===== config.mk =====
export PLATFORM = sky130hd
export DESIGN_NAME = plugin_issue_ctrl_flat
export DESIGN_NICKNAME = d
export VERILOG_FILES = /design/src/rtl/plugin_issue_ctrl_if.sv /design/src/rtl/plugin_issue_ctrl.sv /design/src/flat_wrapper.sv
export SDC_FILE = /design/constraint.sdc
export NUM_CORES = 1
export LEC_CHECK = 0
export ABC_AREA = 0
export CAP_MARGIN = 20
export CORE_MARGIN = 3
export CORE_UTILIZATION = 44
export DETAILED_ROUTE_END_ITERATION = 10
export PLACE_DENSITY = 0.87
export SYNTH_ARGS = -nofsm -noshare
export SYNTH_HDL_FRONTEND = slang
export SYNTH_SLANG_ARGS = --single-unit

===== constraint.sdc =====
create_clock -name clk -period 4.7 [get_ports clk]
set_clock_uncertainty 0.1 [all_clocks]
set_input_delay 0.47 -clock clk [delete_from_list [all_inputs] [get_ports clk]]
set_output_delay 0.47 -clock clk [all_outputs]
set_load 0.01 [all_outputs]

===== src/rtl/plugin_issue_ctrl_if.sv =====
// Handshake bundle between the execute stage, plugin accelerator and writeback
// for plugin_issue_ctrl. The controller uses the slave modport.
interface plugin_issue_ctrl_if #(
  parameter int unsigned LAT_W = 16
);
  logic             issue_valid;
  logic [31:0]      issue_rs1;
  logic [31:0]      issue_rs2;
  logic [4:0]       issue_rd;
  logic             flush;
  logic             stall;
  logic             plugin_start;
  logic [31:0]      plugin_operand_a;
  logic [31:0]      plugin_operand_b;
  logic             plugin_busy;
  logic             plugin_done;
  logic [31:0]      plugin_result;
  logic             wb_valid;
  logic [31:0]      wb_data;
  logic [4:0]       wb_rd;
  logic [LAT_W-1:0] last_latency;
  logic             proto_err;

  modport master (
    output issue_valid, issue_rs1, issue_rs2, issue_rd, flush,
    output plugin_busy, plugin_done, plugin_result,
    input  stall, plugin_start, plugin_operand_a, plugin_operand_b,
    input  wb_valid, wb_data, wb_rd, last_latency, proto_err
  );

  modport slave (
    input  issue_valid, issue_rs1, issue_rs2, issue_rd, flush,
    input  plugin_busy, plugin_done, plugin_result,
    output stall, plugin_start, plugin_operand_a, plugin_operand_b,
    output wb_valid, wb_data, wb_rd, last_latency, proto_err
  );
endinterface


===== src/rtl/plugin_issue_ctrl.sv =====
// Issue/writeback controller for a start/busy/done plugin accelerator.
// Optional WAIT watchdog with orphan tracking is enabled by PLUGIN_TIMEOUT_EN.
module plugin_issue_ctrl #(
  parameter int unsigned LAT_W          = 16,
  parameter int unsigned TIMEOUT_CYCLES = 1024
) (
  input  logic               clk,
  input  logic               reset,
  plugin_issue_ctrl_if.slave bus
);

  typedef enum logic [1:0] {
    IDLE  = 2'd0,
    ISSUE = 2'd1,
    WAIT  = 2'd2,
    RESP  = 2'd3
  } state_t;

  if (TIMEOUT_CYCLES < 1) begin : g_timeout_range
    $error("plugin_issue_ctrl: TIMEOUT_CYCLES must be at least 1");
  end

  state_t           state_q, state_d;
  logic [31:0]      rs1_q, rs1_d;
  logic [31:0]      rs2_q, rs2_d;
  logic [4:0]       rd_q, rd_d;
  logic             kill_q, kill_d;
  logic [LAT_W-1:0] lat_q, lat_d;
  logic [LAT_W-1:0] last_lat_q, last_lat_d;
  logic [31:0]      wb_data_q, wb_data_d;
  logic             proto_q, proto_d;
  logic [LAT_W-1:0] lat_inc;
  logic             done_counts;

`ifdef PLUGIN_TIMEOUT_EN
  localparam int unsigned WD_W = (TIMEOUT_CYCLES > 1) ? $clog2(TIMEOUT_CYCLES) : 1;
  logic [WD_W-1:0] wdog_q, wdog_d;
  logic            orphan_q, orphan_d;
`endif

  assign lat_inc = (lat_q == '1) ? lat_q : lat_q + LAT_W'(1);

  always_comb begin
    state_d    = state_q;
    rs1_d      = rs1_q;
    rs2_d      = rs2_q;
    rd_d       = rd_q;
    kill_d     = kill_q;
    lat_d      = lat_q;
    last_lat_d = last_lat_q;
    wb_data_d  = wb_data_q;
    proto_d    = proto_q;
    bus.stall        = 1'b0;
    bus.plugin_start = 1'b0;
    done_counts      = bus.plugin_done;
`ifdef PLUGIN_TIMEOUT_EN
    wdog_d   = wdog_q;
    orphan_d = orphan_q;
    // The first done after a timeout belongs to the abandoned op: swallow it.
    if (orphan_q && bus.plugin_done) begin
      orphan_d    = 1'b0;
      done_counts = 1'b0;
    end
`endif

    case (state_q)
      IDLE: begin
`ifdef PLUGIN_TIMEOUT_EN
        if (orphan_q) begin
          bus.stall = bus.issue_valid;
        end else
`endif
        if (bus.issue_valid && !bus.flush) begin
          bus.stall = 1'b1;
          rs1_d     = bus.issue_rs1;
          rs2_d     = bus.issue_rs2;
          rd_d      = bus.issue_rd;
          state_d   = ISSUE;
        end
        if (done_counts) proto_d = 1'b1;
      end

      ISSUE: begin
        bus.stall        = 1'b1;
        bus.plugin_start = 1'b1;
        lat_d            = '0;
        if (bus.flush) kill_d = 1'b1;
        if (done_counts) proto_d = 1'b1;
`ifdef PLUGIN_TIMEOUT_EN
        wdog_d = '0;
`endif
        state_d = WAIT;
      end

      WAIT: begin
        bus.stall = 1'b1;
        lat_d     = lat_inc;
        if (bus.flush) kill_d = 1'b1;
        if (done_counts) begin
          wb_data_d  = bus.plugin_result;
          last_lat_d = lat_inc;
          state_d    = RESP;
        end else begin
          if (!bus.plugin_busy) proto_d = 1'b1;
`ifdef PLUGIN_TIMEOUT_EN
          if (wdog_q == WD_W'(TIMEOUT_CYCLES - 1)) begin
            wb_data_d = '1;
            proto_d   = 1'b1;
            orphan_d  = 1'b1;
            state_d   = RESP;
          end else begin
            wdog_d = wdog_q + WD_W'(1);
          end
`endif
        end
      end

      RESP: begin
        kill_d  = 1'b0;
        state_d = IDLE;
      end

      default: state_d = IDLE;
    endcase
  end

  always_ff @(posedge clk or posedge reset) begin
    if (reset) begin
      state_q    <= IDLE;
      rs1_q      <= '0;
      rs2_q      <= '0;
      rd_q       <= '0;
      kill_q     <= 1'b0;
      lat_q      <= '0;
      last_lat_q <= '0;
      wb_data_q  <= '0;
      proto_q    <= 1'b0;
    end else begin
      state_q    <= state_d;
      rs1_q      <= rs1_d;
      rs2_q      <= rs2_d;
      rd_q       <= rd_d;
      kill_q     <= kill_d;
      lat_q      <= lat_d;
      last_lat_q <= last_lat_d;
      wb_data_q  <= wb_data_d;
      proto_q    <= proto_d;
    end
  end

`ifdef PLUGIN_TIMEOUT_EN
  always_ff @(posedge clk or posedge reset) begin
    if (reset) begin
      wdog_q   <= '0;
      orphan_q <= 1'b0;
    end else begin
      wdog_q   <= wdog_d;
      orphan_q <= orphan_d;
    end
  end
`endif

  assign bus.plugin_operand_a = rs1_q;
  assign bus.plugin_operand_b = rs2_q;
  assign bus.wb_valid         = (state_q == RESP) && !kill_q;
  assign bus.wb_rd            = (state_q == RESP) ? rd_q : '0;
  assign bus.wb_data          = wb_data_q;
  assign bus.last_latency     = last_lat_q;
  assign bus.proto_err        = proto_q;

endmodule


===== src/flat_wrapper.sv =====
// flat-port wrapper written by rule: the top's interface ports become plain ports
module plugin_issue_ctrl_flat 
#(
  parameter int unsigned LAT_W          = 16,
  parameter int unsigned TIMEOUT_CYCLES = 1024
)
  (clk, reset, bus_issue_valid, bus_issue_rs1, bus_issue_rs2, bus_issue_rd, bus_flush, bus_plugin_busy, bus_plugin_done, bus_plugin_result, bus_stall, bus_plugin_start, bus_plugin_operand_a, bus_plugin_operand_b, bus_wb_valid, bus_wb_data, bus_wb_rd, bus_last_latency, bus_proto_err);
  plugin_issue_ctrl_if #(.LAT_W(LAT_W)) bus_i ();
  input  logic clk;
  input  logic reset;
  input wire logic [$bits(bus_i.issue_valid)-1:0] bus_issue_valid;
  input wire logic [$bits(bus_i.issue_rs1)-1:0] bus_issue_rs1;
  input wire logic [$bits(bus_i.issue_rs2)-1:0] bus_issue_rs2;
  input wire logic [$bits(bus_i.issue_rd)-1:0] bus_issue_rd;
  input wire logic [$bits(bus_i.flush)-1:0] bus_flush;
  input wire logic [$bits(bus_i.plugin_busy)-1:0] bus_plugin_busy;
  input wire logic [$bits(bus_i.plugin_done)-1:0] bus_plugin_done;
  input wire logic [$bits(bus_i.plugin_result)-1:0] bus_plugin_result;
  output wire logic [$bits(bus_i.stall)-1:0] bus_stall;
  output wire logic [$bits(bus_i.plugin_start)-1:0] bus_plugin_start;
  output wire logic [$bits(bus_i.plugin_operand_a)-1:0] bus_plugin_operand_a;
  output wire logic [$bits(bus_i.plugin_operand_b)-1:0] bus_plugin_operand_b;
  output wire logic [$bits(bus_i.wb_valid)-1:0] bus_wb_valid;
  output wire logic [$bits(bus_i.wb_data)-1:0] bus_wb_data;
  output wire logic [$bits(bus_i.wb_rd)-1:0] bus_wb_rd;
  output wire logic [$bits(bus_i.last_latency)-1:0] bus_last_latency;
  output wire logic [$bits(bus_i.proto_err)-1:0] bus_proto_err;
  assign bus_i.issue_valid = bus_issue_valid;
  assign bus_i.issue_rs1 = bus_issue_rs1;
  assign bus_i.issue_rs2 = bus_issue_rs2;
  assign bus_i.issue_rd = bus_issue_rd;
  assign bus_i.flush = bus_flush;
  assign bus_i.plugin_busy = bus_plugin_busy;
  assign bus_i.plugin_done = bus_plugin_done;
  assign bus_i.plugin_result = bus_plugin_result;
  assign bus_stall = bus_i.stall;
  assign bus_plugin_start = bus_i.plugin_start;
  assign bus_plugin_operand_a = bus_i.plugin_operand_a;
  assign bus_plugin_operand_b = bus_i.plugin_operand_b;
  assign bus_wb_valid = bus_i.wb_valid;
  assign bus_wb_data = bus_i.wb_data;
  assign bus_wb_rd = bus_i.wb_rd;
  assign bus_last_latency = bus_i.last_latency;
  assign bus_proto_err = bus_i.proto_err;
  plugin_issue_ctrl #(.LAT_W(LAT_W), .TIMEOUT_CYCLES(TIMEOUT_CYCLES)) u_core (.clk(clk), .reset(reset), .bus(bus_i));
endmodule

==> results of run 1 <==
power by group:
part           internal (mW)  total, mW  switching [mW]  leakage (nW)
Sequential              1.67       1.94           0.270          1.70
Clock                  0.929       1.43           0.502         0.301
Combinational           1.28       2.28           0.996          1.81
Yosys cell counts (6+ instances only):
cell | number | area (um2)
a21oi_1 | 13 | 65.1
a31oi_1 | 10 | 62.6
and2_1 | 6 | 37.5
clkbuf_1 | 22 | 82.6
dfrtp_1 | 137 | 3430
inv_1 | 10 | 37.5
mux2_2 | 70 | 788
nand2_1 | 122 | 458
nor2_1 | 17 | 63.8
nor4_1 | 6 | 37.5
o21ai_0 | 19 | 95.1
o31ai_1 | 6 | 45.0
sequential cells by signal, summed over array words and instances, names as in the netlist:
register,cells
u_core.bus.plugin_operand_a,32
u_core.bus.plugin_operand_b,32
u_core.bus.wb_data,32
u_core.bus.last_latency,16
u_core.lat_q,16
u_core.rd_q,5
u_core.state_q,2
u_core.bus.proto_err,1
u_core.kill_q,1
area by class of cell:
class / count / area (um2)
clock inverter: 11 / 169
tap: 172 / 215
multi-input combinational: 331 / 2180
inverter: 10 / 40.0
timing repair buffer: 232 / 2320
clock buffer: 21 / 470
fill: 913 / 3900
sequential: 137 / 3430
worst register-to-register path: stages (launching register included):
cell	delay (ns)
dfrtp_1	0.44
ha_1	0.32
nand4_1	0.56
nor4_2	0.62
clkbuf_4	0.31
nor2_1	0.08
mux2_2	0.27
final timing paths:
check / cells after the start / endpoint / from / slack (ns)
setup / recovery: 5 / bus_stall / u_core.state_q[0] / 1.34
hold / removal: 2 / u_core.bus.wb_data[4] / u_core.bus.wb_data[4] / 0.37
setup reg to reg: 6 / u_core.lat_q[0] / u_core.lat_q[0] / 1.88
hold reg to reg: 2 / u_core.bus.wb_data[4] / u_core.bus.wb_data[4] / 0.37
max in group asynchronous: 3 / u_core.bus.plugin_operand_a[18] / reset / 3.49
min in group asynchronous: 3 / u_core.bus.wb_data[10] / reset / 0.53
per-layer routing:
layer	GRT usage	wire (um)
met2	0.394	8490
met1	0.268	6120
met5	0	0
met4	0.0963	449
met3	0.0678	1260
stage by stage:
| step | cell area (um2) | instances | setup slack (ns) |
|---|---|---|---|
| 2_1_floorplan | 5760 | 506 | 0.462 |
| 3_3_place_gp | 8180 | 881 | 1.88 |
| 3_5_place_dp | 8180 | 881 | 1.71 |
| 4_1_cts | 8810 | 913 | 1.36 |
| 5_1_grt | 8820 | 914 | 1.20 |
| 6_report | 8820 | 914 | 1.34 |
logic make-up (layout without fill, tap and decap cells):
| logic type | after synthesis | count (layout) |
|---|---|---|
| buffers and inverters | 38 | 274 |
| adder cells (fa/ha/maj) | 5 | 5 |
| AND/OR/NAND/NOR | 183 | 183 |
| XOR/XNOR | 5 | 5 |
| multiplexers | 71 | 71 |
| AO/OA/AOI/OAI | 67 | 67 |
| flip-flops | 137 | 137 |
==> flow_metrics.env, run 1 <==
export IMPL_syn_to_final_growth_pct=53.1
export IMPL_worst_setup_hold_path_clk_slew_ns=0.06
export IMPL_drc=0
export IMPL_cts_sink_count=137
export IMPL_numCtsBuffers=17
export IMPL_hold_viol_final=0
export IMPL_timing_final_crit_share=0.715
export IMPL_synth_compound_area_frac=0.0760
export IMPL_critPathTopFamily="buffers and inverters"
export IMPL_grt_setup_unrepaired="false"
export IMPL_finalWeightedCongestion=0.877
export IMPL_drive_above_1_share=0.158
export IMPL_hold_worst_slack_ns=0.372
export IMPL_synth_mux_area_frac=0.139
export IMPL_final_cell_mix="clkdlybuf4s50_1 (227), dfrtp_1 (137), nand2_1 (122)"
export IMPL_htree_levels=4
export IMPL_nNetsFinal=841
export IMPL_antenna_cells=0
export IMPL_grt_pass1_wl_um=26200
export IMPL_synth_seq_cells=137
export IMPL_async_flop_share=1.00
export IMPL_synthAdderAreaFrac=0.0109
export IMPL_path_max_fanout=23
export IMPL_dr_first_iter_drc_count=506
export IMPL_clock_latency_ns=0.41
export IMPL_yosys_area_share_simple=0.145
export IMPL_start_kind="register"
export IMPL_slowest_delay_ns=0.75
export IMPL_portBuffers=227
export IMPL_maxCapViolations=0
export IMPL_die_area_um2=14500
export IMPL_hold_buffers=0
export IMPL_hold_class="register to register"
export IMPL_crit_chain="inv_1, ha_1, inv_1, a21oi_1, clkdlybuf4s50_1"
export IMPL_grt_util_all_layers=0.229
export IMPL_leakage_nw=3.81
export IMPL_p_per_area_nw_per_um2=640
export IMPL_ys_types=49
export IMPL_avgSynthCellArea_um2=11.4
export IMPL_die_height_um=120
export IMPL_min_period_ns=3.36
export IMPL_die_w_um=120
export IMPL_path_common_cell="inv_1"
export IMPL_grt_start_max_net_pins=138
export IMPL_power_mw=5.65
export IMPL_cp_num_buf_inv=3
export IMPL_drt_pass1_iterations=5
export IMPL_initial_utilization=0.453
export IMPL_hpwl_um=11200
export IMPL_grt_pass1_vias=5002
export IMPL_synth_area_um2=5760
export IMPL_rows=41
export IMPL_max_clock_path_buffers=2
export IMPL_layout_commonest_cell="clkdlybuf4s50_1"
export IMPL_cts_tree="yes"
export IMPL_setup_tns_final_ns=0
export IMPL_synth_cells=506
export IMPL_io_pins=228
export IMPL_yosys_warnings=0
export IMPL_finish_utilization=0.693
export IMPL_wire_per_inst_um=17.8
export IMPL_vias=4786
export IMPL_worstPathRequired_ns=4.13
export IMPL_coreArea_um2=12700
export IMPL_ctsResizeCount=0
export IMPL_status="complete, no violations"
export IMPL_post_drt_via_cell_ratio=5.24
export IMPL_overflow=0
export IMPL_final_antenna_net_count=0
export IMPL_irDropWorstVdd_v=0.000393
export IMPL_cts_root_buf="clkbuf_16"
export IMPL_syn_num_nets=618
export IMPL_cpMaxStageDelayCell="ha_1"
export IMPL_fmax_mhz=298
export IMPL_worst_pin_slew_ns=0.893
export IMPL_synth_xor_area_frac=0.00760
export IMPL_setup_viol=0
export IMPL_synthFlopType="dfrtp_1"
export IMPL_end_kind="output port"
export IMPL_slew_viol_final=0
export IMPL_wl_um=16300
export IMPL_cp_arrival_ns=2.79
export IMPL_post_cts_buffers=0
export IMPL_relSlewSlack=0.404
export IMPL_synth_edf_count=0
export IMPL_critical_path_class="register to output port"
export IMPL_yosysSeqAreaShare=0.595
export IMPL_antenna_found_initial=0
export IMPL_synth_top_family_by_area="simple AND/OR/NAND/NOR gates"
Note: power is estimated with default switching activity, not from simulation.
==> run 2, diff against run 1 <==
Clock period 4.7 ns to 3.1 ns, I/O delays scaled along.
==> run 2 against run 1 <==
Against the previous run: power rose by 49%; wire length shrank 3.0%; final cell count up 0.22%; global-route usage down 1.2 points; count of clock-buffer cells in the layout grew 1; flip-flop and latch count did not move; via count decreased by 0.65%; combinational power increased by 52%; core utilization is 0.069 points higher; register-to-register slack worse by 1.1 ns; critical path type unchanged.
==> flow_metrics.env, run 2 (synthesis gave the netlist of run 1 again) <==
export IMPL_status="complete, no violations"
export IMPL_grt_pass1_vias=4744
export IMPL_multi_input_area_um2=2180
export IMPL_nNetsFinal=844
export IMPL_hold_class="input pin to async pin"
export IMPL_antenna_found_initial=0
export IMPL_coreArea_um2=12700
export IMPL_max_clock_path_buffers=2
export IMPL_setup_tns_final_ns=0
export IMPL_slew_viol_final=0
export IMPL_relSlewSlack=0.522
export IMPL_rows=41
export IMPL_grt_setup_unrepaired="false"
export IMPL_critical_path_class="register to output port"
export IMPL_cts_root_buf="clkbuf_16"
export IMPL_setup_viol=0
export IMPL_n_fill_cell=908
export IMPL_grt_pass1_wl_um=24900
export IMPL_numCtsBuffers=17
export IMPL_drive_above_1_share=0.157
export IMPL_hold_worst_slack_ns=0.265
export IMPL_path_max_fanout=8
export IMPL_die_w_um=120
export IMPL_end_kind="output port"
export IMPL_wire_per_inst_um=17.3
export IMPL_slowest_delay_ns=0.56
export IMPL_final_cell_mix="clkdlybuf4s50_1 (227), dfrtp_1 (137), nand2_1 (122)"
export IMPL_cts_sink_count=137
export IMPL_portBuffers=227
export IMPL_grt_util_all_layers=0.217
export IMPL_start_kind="register"
export IMPL_io_pins=228
export IMPL_reg2reg_depth=7
export IMPL_p_per_area_nw_per_um2=951
export IMPL_hold_viol_final=0
export IMPL_dr_first_iter_drc_count=599
export IMPL_hpwl_um=11400
export IMPL_critPathTopFamily="buffers and inverters"
export IMPL_vias=4755
export IMPL_cts_tree="yes"
export IMPL_leakage_nw=3.82
export IMPL_maxCapViolations=0
export IMPL_overflow=0
export IMPL_path_common_cell="inv_1"
export IMPL_crit_chain="inv_1, ha_1, inv_1, a21oi_1, clkdlybuf4s50_1"
export IMPL_min_period_ns=2.54
export IMPL_cp_num_buf_inv=3
export IMPL_clock_latency_ns=0.41
export IMPL_irDropWorstVdd_v=0.000629
export IMPL_crit_cells=5
export IMPL_initial_utilization=0.453
export IMPL_seq_area_um2=3430
export IMPL_cp_arrival_ns=2.13
export IMPL_die_area_um2=14500
export IMPL_final_antenna_net_count=0
export IMPL_layout_commonest_cell="clkdlybuf4s50_1"
export IMPL_r2r_start="u_core.lat_q[0]"
export IMPL_fmax_mhz=394
export IMPL_post_cts_buffers=0
export IMPL_die_height_um=120
export IMPL_drc=0
export IMPL_dp_cells=885
export IMPL_final_cells=916
export IMPL_antenna_cells=0
export IMPL_crit_start="u_core.state_q[0]"
export IMPL_worst_setup_hold_path_clk_slew_ns=0.05
export IMPL_grt_start_max_net_pins=70
export IMPL_worst_pin_slew_ns=0.716
export IMPL_timing_final_crit_share=0.818
export IMPL_htree_levels=4
export IMPL_finalWeightedCongestion=0.889
export IMPL_ctsResizeCount=0
export IMPL_hold_buffers=0
export IMPL_syn_to_final_growth_pct=53.3
export IMPL_wl_um=15800
export IMPL_worstPathRequired_ns=2.69
export IMPL_finish_utilization=0.694
export IMPL_drt_pass1_iterations=5
export IMPL_cpMaxStageDelayCell="clkdlybuf4s50_1"
export IMPL_post_drt_via_cell_ratio=5.19
[run 2: cell count changes in the layout (fill, tap and decap cells not counted), moves of 2 or more]
| cell | delta |
|---|---|
| buf_12 | +3 |
| clkbuf_1 | +2 |
| clkinv_2 | +3 |
| clkinvlp_4 | -2 |
[run 2: layout make-up]
cell class,instances,area share
repair buffers,235,0.270
multi-input cells,331,0.247
well taps,172,0.0244
clock inverters,9,0.0139
clock buffers,22,0.0526
inverters,10,0.00468
flip-flops and latches,137,0.388
[run 2: worst paths after layout]
kind                       slack [ns]                         endpoint
setup / recovery                 0.56                        bus_stall
hold / removal                   0.26           u_core.bus.wb_data[16]
setup reg to reg                 0.75       u_core.bus.last_latency[5]
hold reg to reg                  0.37           u_core.bus.wb_data[12]
max in group asynchronous        1.89  u_core.bus.plugin_operand_a[17]
min in group clk                 0.33            u_core.bus.wb_data[0]
[run 2: stage by stage]
stage | setup WS [ns] | cell area (um2) | power, mW
final | 0.564 | 8830 | 8.40
after global routing | 0.497 | 8830 | 8.84
after CTS | 0.570 | 8830 | 8.48
after floorplan | 0.983 | 5770 | 4.44
after global placement | 0.982 | 8240 | 6.27
after detailed placement | 0.857 | 8240 | 6.43
[run 2: metal layers]
metal  vias to the layer above  share of wire  track usage
met3                        29          0.084       0.0702
met4                         0          0.023       0.0843
met5                         -              0            0
met1                      2303           0.39        0.260
li1                       2204              -            -
met2                       219           0.50        0.365
[run 2: report_power, final]
part	switching [mW]	total [mW]	internal [mW]	leakage, nW
Clock	0.706	2.00	1.29	0.290
Sequential	0.405	2.93	2.53	1.70
Combinational	1.49	3.46	1.97	1.84
